### src/rtl/scratchpad_access_arbiter_pkg.sv
// Shared scratchpad definitions: access owner encoding and scratchpad geometry.
package scratchpad_access_arbiter_pkg;

    localparam int TIA_SCRATCHPAD_DEPTH      = 256;
    localparam int TIA_SCRATCHPAD_ADDR_WIDTH = $clog2(TIA_SCRATCHPAD_DEPTH);

    typedef enum logic [1:0] {
        OWNER_NONE = 2'd0,
        OWNER_CORE = 2'd1,
        OWNER_HOST = 2'd2
    } owner_t;

endpackage

### src/rtl/scratchpad_access_arbiter_starvation_counter.sv
// Counts consecutive cycles a pending host request was denied; flags when the
// host must be forced a grant.
module scratchpad_starvation_counter
    import scratchpad_access_arbiter_pkg::*;
#(
    parameter int LIMIT = 4
) (
    input  logic clock,
    input  logic reset,
    input  logic clear,
    input  logic incr,
    output logic limit_reached
);

    localparam logic [3:0] LIMIT_C = 4'(LIMIT);

    logic [3:0] starve_count;

    always_ff @(posedge clock) begin
        if (!reset) begin
            starve_count <= '0;
        end else if (clear) begin
            starve_count <= '0;
        end else if (incr && (starve_count != LIMIT_C)) begin
            starve_count <= starve_count + 4'd1;
        end
    end

    assign limit_reached = (starve_count == LIMIT_C);

endmodule

### src/rtl/scratchpad_access_arbiter.sv
// Arbitrates the single-port scratchpad SRAM between core LSW/SSW ops and host
// MMIO, core first, with a starvation guard that forces host progress.
module scratchpad_access_arbiter
    import scratchpad_access_arbiter_pkg::*;
#(
    parameter int WORD_WIDTH        = 32,
    parameter int DEPTH             = TIA_SCRATCHPAD_DEPTH,
    parameter int ADDR_WIDTH        = $clog2(DEPTH),
    parameter int HOST_STARVE_LIMIT = 4
) (
    input  logic                  clock,
    input  logic                  reset,
    input  logic                  enable,

    input  logic                  core_req_valid,
    input  logic                  core_req_write,
    input  logic [ADDR_WIDTH-1:0] core_req_addr,
    input  logic [WORD_WIDTH-1:0] core_req_wdata,
    output logic                  core_resp_valid,
    output logic [WORD_WIDTH-1:0] core_resp_rdata,
    output logic                  core_stall,
    output logic                  core_conflict,

    input  logic                  host_req_valid,
    input  logic                  host_req_write,
    input  logic [ADDR_WIDTH-1:0] host_req_addr,
    input  logic [WORD_WIDTH-1:0] host_req_wdata,
    output logic                  host_req_ready,
    output logic                  host_resp_valid,
    output logic [WORD_WIDTH-1:0] host_resp_rdata,

    output logic                  sram_en,
    output logic                  sram_we,
    output logic [ADDR_WIDTH-1:0] sram_addr,
    output logic [WORD_WIDTH-1:0] sram_wdata,
    input  logic [WORD_WIDTH-1:0] sram_rdata
);

    owner_t inflight;
    owner_t inflight_next;
    owner_t grant;
    logic   core_elig;
    logic   starve_limit;
    logic   starve_incr;
    logic   starve_clear;

    always_ff @(posedge clock) begin
        if (!reset) begin
            inflight <= OWNER_NONE;
        end else begin
            inflight <= inflight_next;
        end
    end

    // Stage p0: grant decision and SRAM drive in the request cycle.
    always_comb begin
        core_elig = core_req_valid && (inflight != OWNER_CORE);
        grant     = OWNER_NONE;
        if (enable && reset) begin
            if (host_req_valid && (!core_elig || starve_limit)) begin
                grant = OWNER_HOST;
            end else if (core_elig) begin
                grant = OWNER_CORE;
            end
        end
    end

    always_comb begin
        sram_en       = 1'b0;
        sram_we       = 1'b0;
        sram_addr     = '0;
        sram_wdata    = '0;
        inflight_next = OWNER_NONE;
        case (grant)
            OWNER_CORE: begin
                sram_en    = 1'b1;
                sram_we    = core_req_write;
                sram_addr  = core_req_addr;
                sram_wdata = core_req_wdata;
                if (!core_req_write) begin
                    inflight_next = OWNER_CORE;
                end
            end
            OWNER_HOST: begin
                sram_en    = 1'b1;
                sram_we    = host_req_write;
                sram_addr  = host_req_addr;
                sram_wdata = host_req_wdata;
                if (!host_req_write) begin
                    inflight_next = OWNER_HOST;
                end
            end
            default: begin
                sram_en = 1'b0;
            end
        endcase
    end

    assign host_req_ready = (grant == OWNER_HOST);
    assign core_conflict  = core_elig && (grant == OWNER_HOST);
    // A returning core read releases the stall even though nothing is granted.
    assign core_stall     = core_req_valid
                          && !((grant == OWNER_CORE) && core_req_write)
                          && (inflight != OWNER_CORE);

    // Stage p1: read data returns one cycle after the grant; reset discards it.
    assign core_resp_valid = reset && (inflight == OWNER_CORE);
    assign core_resp_rdata = core_resp_valid ? sram_rdata : '0;
    assign host_resp_valid = reset && (inflight == OWNER_HOST);
    assign host_resp_rdata = host_resp_valid ? sram_rdata : '0;

    assign starve_clear = (grant == OWNER_HOST);
    assign starve_incr  = host_req_valid && enable && (grant != OWNER_HOST);

    scratchpad_starvation_counter #(
        .LIMIT (HOST_STARVE_LIMIT)
    ) u_starve (
        .clock         (clock),
        .reset         (reset),
        .clear         (starve_clear),
        .incr          (starve_incr),
        .limit_reached (starve_limit)
    );

endmodule

### config.mk
export PLATFORM = sky130hd
export DESIGN_NAME = scratchpad_access_arbiter
export DESIGN_NICKNAME = d
export VERILOG_FILES = /design/src/rtl/scratchpad_access_arbiter_pkg.sv /design/src/rtl/scratchpad_access_arbiter_starvation_counter.sv /design/src/rtl/scratchpad_access_arbiter.sv
export SDC_FILE = /design/constraint.sdc
export NUM_CORES = 1
export LEC_CHECK = 0
export CAP_MARGIN = 10
export CORE_MARGIN = 5
export CORE_UTILIZATION = 20
export CTS_CLUSTER_SIZE = 25
export DETAILED_ROUTE_END_ITERATION = 8
export GPL_ROUTABILITY_DRIVEN = 1
export PLACE_DENSITY = 0.8
export SYNTH_ARGS = -nofsm -noshare
export SYNTH_HDL_FRONTEND = slang
export SYNTH_SLANG_ARGS = --single-unit
### constraint.sdc
create_clock -name clock -period 2.6 [get_ports clock]
set_clock_uncertainty 0.2 [all_clocks]
set_input_delay 0.52 -clock clock [delete_from_list [all_inputs] [get_ports clock]]
set_output_delay 0.52 -clock clock [all_outputs]
set_load 0.005 [all_outputs]
==> flow_summary.yaml <==
status:
  status: "complete, but fails checks"
  violations: "setup timing"
layout:
  nets: 622
  drive_above_1_share_pct: 47.0
  synthToLayoutAreaGrowth_pct: 255
  n_antenna_cell: 0
  final_common_cell: "clkdlybuf4s50_1"
  layout_common_cells: "143 x clkdlybuf4s50_1, 62 x and2_1, 45 x buf_2, 41 x a22oi_2, 39 x nor2_2"
  stdcell_area_um2: 4800
floorplanning:
  io_pins: 230
  die_area_um2: 8510
  core_area_um2: 6680
  start_util_pct: 20.2
  dieHeight_um: 92.2
  die_x_um: 92.2
  rows: 30
global_route:
  grt_pass1_wl_um: 16300
  antenna_found_initial: 0
  grt_pass1_vias: 3031
  grt_usage_pct: 24.2
  grt-ovfl-total: 0
  grt_max_degree: 18
synthesis:
  syn_inst: 215
  avgSynthCellArea_um2: 6.29
  synth.cell_area_um2: 1350
  synth_nets: 339
  seq_area_frac_synth_pct: 8.88
  synth_cell_types: 25
  yosys_warnings: 0
  synth-seq-cells: 6
sta:
  slew_headroom_pct: 77.2
  setup_slack_ps: -329
  period_needed_ps: 2930
  max_freq_mhz: 341
  rsz0062_at_grt: "yes"
  finalHoldViolations: 0
  maxSlewViolCount: 0
  fin_crit_sh_pct: 113
  worst_slew_pin_slew_ps: 343
  finalSetupViolations: 44
  timing.hold.ws_ps: 406
place:
  post-place-ws_ps: -776
  place_area_um2: 4020
  portBuffers: 229
  routabilityCongestion: 0.850
  hpwl_um: 7180
job:
  cap_violations: 0
power:
  vdd_ir_drop_max_v: 0.0000924
  leakage_nw: 2.03
  power_density_nw_per_um2: 141
critical_path:
  critPathCaptureType: "output pin"
  crit_fanout: 5
  crit_path_max_incr_delay_ps: 320
  cp.arrival_ps: 2210
  path_cells: "inv_2, ha_4, and3b_2, buf_6, a211oi_4, ha_2, buf_6, buf_12, buf_8, a22oi_2, nor2_2, buf_2"
  cp_slowest_cell: "dfxtp_2"
  path_delay_family: "buffers and inverters"
  setup.worst_path.start_class: "flip-flop"
  setup.worst_path.class: "flip-flop to output pin"
  cp.required_ps: 1880
  cpMostUsedCell: "buf_6"
  critical_path_buf_inv_count: 6
routing:
  routedLengthMet1_um: 3700
  dr_wl_met2_um: 5530
  drtIter0Drc: 69
  vias: 2745
  firstDrtPassIters: 4
  ant_nets: 0
  highest_layer: "met4"
  met3WireLength_um: 1160
  routedWlPerCell_um: 18.4
  drc_errors: 0
  drt_wl_total_um: 10600
  viasPerCell: 4.77
clock_tree:
  cts_inserted_buffers: 3
  clockRootBuffer: "clkbuf_8"
  htreeDepth: 1
  cts.sinks: 6
  clock_latency_ps: 230
  cts.reportedPaths.clkPinSlew_ps: 40
  cts_tree: "built"
  max-clock-path-buffers: 2
worst_hold_path:
  hp-class: "flip-flop to flip-flop"
-- kinds of logic (layout without fill, tap and decap cells) --
| kind of cell | after synthesis | count (layout) | share of synthesized area, % |
|---|---|---|---|
| DFF | 6 | 6 | 8.88 |
| AOI/OAI and AO/OA | 55 | 55 | 29.4 |
| buffers and inverters | 27 | 308 | 8.05 |
| and+or+nand+nor | 122 | 122 | 49.0 |
| adders and majority gates | 5 | 5 | 4.63 |
-- per-stage QoR --
| step | util [%] | total power, mW | setup TNS (ps) | instances |
|---|---|---|---|---|
| finish | 71.9 | 0.678 | -12000 | 576 |
| global route | 71.9 | 0.710 | -15330 | 576 |
| CTS | 72.3 | 0.680 | -13520 | 575 |
| detailed placement | 60.2 | 0.429 | -60040 | 525 |
| global placement | 60.2 | 0.423 | -57300 | 525 |
| floorplan | - | 0.197 | 0 | 215 |
-- cells in the mapped netlist --
cell type	instances	share of area (%)
and2_1	64	30
nor2_1	43	12
a22oi_1	41	23
clkbuf_1	20	5.6
dfxtp_1	6	8.9
inv_1	6	1.7
a21oi_1	5	1.8
ha_1	5	4.6
nand2_1	3	0.83
nand3_1	3	1.1
o21ai_0	3	1.1
and3b_1	2	1.3
nand3b_1	2	1.1
a211o_2	1	0.74
a211oi_1	1	0.56
and3_1	1	0.46
buf_6	1	0.83
nor3b_2	1	0.92
nor4bb_1	1	0.74
o2111a_1	1	0.83
o2111ai_1	1	0.65
o21ai_1	1	0.37
o31ai_1	1	0.56
or3_1	1	0.46
or4_1	1	0.56
-- state kept, by name, indices dropped and copies added, names as in the netlist --
name,count
u_starve.starve_count,4
inflight,2
-- cell type report --
type                       count  area [µm²]
timing repair buffer         299        2990
clock buffer                   3        41.3
fill                         506        1880
multi-input combinational    182        1530
inverter                       6        22.5
tap                           80         100
sequential                     6         123
-- metal layers --
layer,track usage (%),vias up
li1,-,1313
met1,24.4,1261
met2,45.7,157
met3,9.27,14
met4,7.18,0
met5,0,-
-- where the power goes --
part | switching, mW | total, mW | internal (mW)
Combinational | 0.151 | 0.440 | 0.289
Sequential | 0.00114 | 0.0958 | 0.0946
Clock | 0.0426 | 0.142 | 0.0997
-- worst min-delay path, stage by stage, from the launching register on --
cell     delay (ps)
dfxtp_1         300
buf_4           130
o31ai_1          60
a21oi_1          60
-- timing repair --
action                     4_1_cts  5_1_grt
cloned                          13        0
buffers inserted                35        4
hold buffers                     0        0
pin swaps                       33       30
resized for setup              340       20
setup endpoints to repair      113       75
-- worst paths after layout --
path | start | end | slack (ps) | depth (start not counted)
hold / removal | u_starve.starve_count[2]$_SDFFE_PP0P_ | u_starve.starve_count[2]$_SDFFE_PP0P_ | 410 | 3
setup / recovery | u_starve.starve_count[0]$_SDFFE_PP0P_ | sram_we | -330 | 12
setup reg to reg | u_starve.starve_count[0]$_SDFFE_PP0P_ | u_starve.starve_count[3]$_SDFFE_PP0P_ | 120 | 9
hold reg to reg | u_starve.starve_count[2]$_SDFFE_PP0P_ | u_starve.starve_count[2]$_SDFFE_PP0P_ | 410 | 3
Power figures use the tool's default switching activity.
==> RTL change 1: new RTL, same settings <==
Encoding of `owner_t`: now one-hot (3 bits for 3 values).
--- a/src/rtl/scratchpad_access_arbiter_pkg.sv
+++ b/src/rtl/scratchpad_access_arbiter_pkg.sv
@@ -5,8 +5,8 @@
     localparam int TIA_SCRATCHPAD_ADDR_WIDTH = $clog2(TIA_SCRATCHPAD_DEPTH);
 
-    typedef enum logic [1:0] {
-        OWNER_NONE = 2'd0,
-        OWNER_CORE = 2'd1,
-        OWNER_HOST = 2'd2
+    typedef enum logic [2:0] {
+        OWNER_NONE = 3'b001,
+        OWNER_CORE = 3'b010,
+        OWNER_HOST = 3'b100
     } owner_t;
 
Check against the original RTL: same outputs for any inputs over 10 cycles, from zero or initial values and one cycle with reset low; not proved beyond that.
==> RTL change 1 against the original RTL <==
The flow still finishes with violations (negative setup slack). Power is 2.5% lower. Routed wire length is 5.6% lower. Setup slack better by 0.21 ns. Synthesized cell count shrank 20%. Synthesized area down 3.3%. Combinational power fell by 12%. Core utilization fell by 6.6 points. Sequential cell count rose by 1. Cell area fell by 14%. Sequential power increased by 19%. First-iteration DRC count is 23% lower. Clock power grew 13%. Non-clock buffer count fell by 22. Critical path type unchanged.
==> RTL change 1: results (changes against the original RTL) <==
Run status
  • Status: complete, but fails checks
  • Violations in the final reports: negative setup slack

Detailed routing
  • Via density: 4.80 (+0.70%)
  • Top Metal Used: met4
  • Met2 wire len: 5230 microns (-5.3%)
  • Drt first pass iters: 4 (unchanged)
  • Final WL: 10000 microns (-5.6%)
  • Met1 WL: 4200 microns (+14%)
  • Vias: 2457 (-10%)
  • DR iter-0 viols: 53 (-23%)
  • Met3 WL: 459 microns (-60%)

Critical path
  • Worst r2r path cells: 10 (+1)
  • Worst path max stage delay: 0.33 ns
  • RR Startpoint: inflight[2]$_SDFF_PN0_
  • Top Family by Delay on Critical Path: buffers and inverters
  • Worst reg2reg setup slack: 0.52 ns (+0.40 ns)
  • Reg-to-reg critical path endpoint: inflight[0]$_SDFF_PN1_

STA
  • TNS Setup: -1.02 ns (+10.98 ns)
  • Max_slew headroom: 71.2% (-5.9 points)
  • Number of endpoints failing setup at the final stage: 35 (-20%)
  • Hold Slack: 0.313 ns (-0.0924 ns)
  • Fin worst setup slack: -0.117 ns (+0.212 ns)

Synth
  • Cells after Synth: 173 (-20%)
  • Syn Nets: 294 (-13%)
  • Synth unique cells: 32 (+28%)
  • Most frequent cells after synthesis: a22o_1 (41), and2_1 (33), and3_1 (32)
  • Synth top area cells: a22o_1 (27%), and2_1 (16%), and3_1 (15%), dfxtp_1 (11%), buf_6 (3.4%)
  • Seq/Total Area, Yosys: 10.7% (+1.8 points)

Global routing
  • Met1 Track Usage GR: 26.6% (+2.2 points)
  • Met2 Track Usage GR: 39.4% (-6.3 points)
  • Routing usage on met3: 3.42% (-5.9 points)
  • Wire length of the first global-routing pass: 14300 microns (-12%)
  • Vias in the first global route: 2515 (-17%)
  • Pin count of the biggest net entering global routing: 33 (+15)
  • GRT Total Usage: 21.5% (-2.7 points)

Placed design
  • Routability cong.: 0.856 (+0.75%)
  • HPWL Detailed: 6770 microns (-5.7%)
  • Pre-CTS WS: -0.556 ns (+0.220 ns)
  • Post-DP Area: 0.00377 sq mm (-6.2%)
  • Placed insts: 479 (-8.8%)

Power and ir drop
  • Clk pwr: 160 uW (+13%)
  • Clock power frac: 24.2% (+3.2 points)
  • Combinational power: 386 uW (-12%)
  • Worst vdd ir: 0.000234 V (+150%)
  • LEAKAGE: 2.12 nW (+4.3%)
  • Switching Fraction: 26.6% (-2.1 points)

Min path
  • Hold_sp: u_starve.starve_count[3]$_SDFFE_PP0P_
  • Worst hold path cell count: 2 (-1)
  • Hold Path Sink: u_starve.starve_count[3]$_SDFFE_PP0P_

Finish
  • Final nets: 557 (-10%)
  • Layout cell share with drive strength beyond 1: 24.8% (-22 points)
  • Biggest regs: u_starve.starve_count: 4 flops, inflight: 3 flops
  • Fill cell count: 565 (+12%)
  • Synth-to-layout area growth: 217%

Clock network
  • Clk root buf: clkbuf_8
  • Total CTS buffers: 3 (unchanged)
  • Clk Latency, worst-skew pair: 0.23 ns (about the same)
  • CTS HTree Levels: 1 (unchanged)
==> RTL change 1: cell count changes after synthesis, sizes merged, moves of 3 or more <==
cell	delta
and3	+31
a22o	+41
inv	-3
nor3	+3
nor2	-42
and2	-31
a22oi	-41
buf	+9
ha	-3
clkbuf	-11
==> RTL change 1: cells by family (layout without fill, tap and decap cells) <==
kind of cell / count (synthesis) / in the layout / synth area share (%)
buffers and inverters: 22 / 284 / 9.19
AND/OR/NAND/NOR: 88 / 88 / 42.4
flip-flops: 7 / 7 / 10.7
adder cells (fa/ha/maj): 2 / 2 / 1.91
AO/OA/AOI/OAI: 54 / 54 / 35.8
==> RTL change 1: final cells by class <==
| type | count | share of cell area, % |
|---|---|---|
| sequential | 7 | 3.44 |
| inverter | 3 | 0.272 |
| clock buffer | 4 | 1.09 |
| tap | 77 | 2.33 |
| multi-input combinational | 144 | 26.4 |
| timing repair buffer | 277 | 66.5 |
==> RTL change 1: worst max path at each step <==
stage / startpoint / to / slack (ns) / depth (start not counted)
final: u_starve.starve_count[1]$_SDFFE_PP0P_ / sram_wdata[29] / -0.12 / 11
after CTS: u_starve.starve_count[1]$_SDFFE_PP0P_ / sram_wdata[1] / -0.15 / 11
after detailed placement: reset / sram_wdata[16] / -0.56 / 6
after floorplan: u_starve.starve_count[0]$_SDFFE_PP0P_ / sram_addr[7] / 0.34 / 6
after global placement: reset / sram_addr[6] / -0.51 / 6
after global routing: u_starve.starve_count[1]$_SDFFE_PP0P_ / sram_wdata[29] / -0.19 / 11
==> RTL change 1: timing repair <==
item,4_1_cts,5_1_grt
setup endpoints to repair,111,76
resized for setup,242,10
pin swaps,18,21
cloned,12,3
setup buffers,18,2
==> RTL change 1: worst min-delay path, stage by stage (launching register included) <==
cell and delay, ns:
dfxtp_1 0.32, o21ai_0 0.08, a21oi_1 0.06
==> RTL change 2: new RTL, same settings <==
Without the edit above. Set the parameter `WORD_WIDTH` to 64 (it was 32).
--- a/src/rtl/scratchpad_access_arbiter.sv
+++ b/src/rtl/scratchpad_access_arbiter.sv
@@ -4,5 +4,5 @@
     import scratchpad_access_arbiter_pkg::*;
 #(
-    parameter int WORD_WIDTH        = 32,
+    parameter int WORD_WIDTH        = 64,
     parameter int DEPTH             = TIA_SCRATCHPAD_DEPTH,
     parameter int ADDR_WIDTH        = $clog2(DEPTH),
Ports: changed (6 resized); port bits go from 230 to 422. No check against the original RTL was run, so the function may have changed too.
==> RTL change 2 against the original RTL <==
The flow now stops in 3_2_place_iop. Synthesized area is 62% higher. Synthesized cell count is 68% higher.
==> RTL change 2: results (changes against the original RTL) <==
Synth
  • Most frequent cells after synthesis: and2_1 (128), nor2_1 (75), a22oi_1 (73)
  • Async S/R FF share, synth: 0% (unchanged)
  • Synth unique cells: 28 (+12%)
  • Main flop type after synthesis: dfxtp_1
  • Seq/Total Area, Yosys: 5.50% (-3.4 points)
  • Syn Nets: 581 (+71%)
  • Cells after Synth: 361 (+68%)
  • Synthesized flop and latch total: 6 (unchanged)
  • Synth Warn #: 0 (unchanged)
  • Synth top area cells: and2_1 (37%), a22oi_1 (25%), nor2_1 (13%), dfxtp_1 (5.5%), clkbuf_1 (5.0%)

Run status
  • Failed at: 3_2_place_iop
  • Err: [ERROR PPL-0024] Number of IO pins (422) exceeds maximum number of available positions (406). Increase the die perimeter from 458.06um to 573.92um.
  • Status: did not finish

Floorplan
  • Die width: 115 microns (+24%)
[RTL change 2: cell families after synthesis]
| logic type | count (synthesis) | synth area share [%] |
|---|---|---|
| and+or+nand+nor | 218 | 54.0 |
| AOI/OAI and AO/OA | 87 | 29.2 |
| buffers and inverters | 45 | 8.48 |
| DFF | 6 | 5.50 |
| adders and majority gates | 5 | 2.86 |
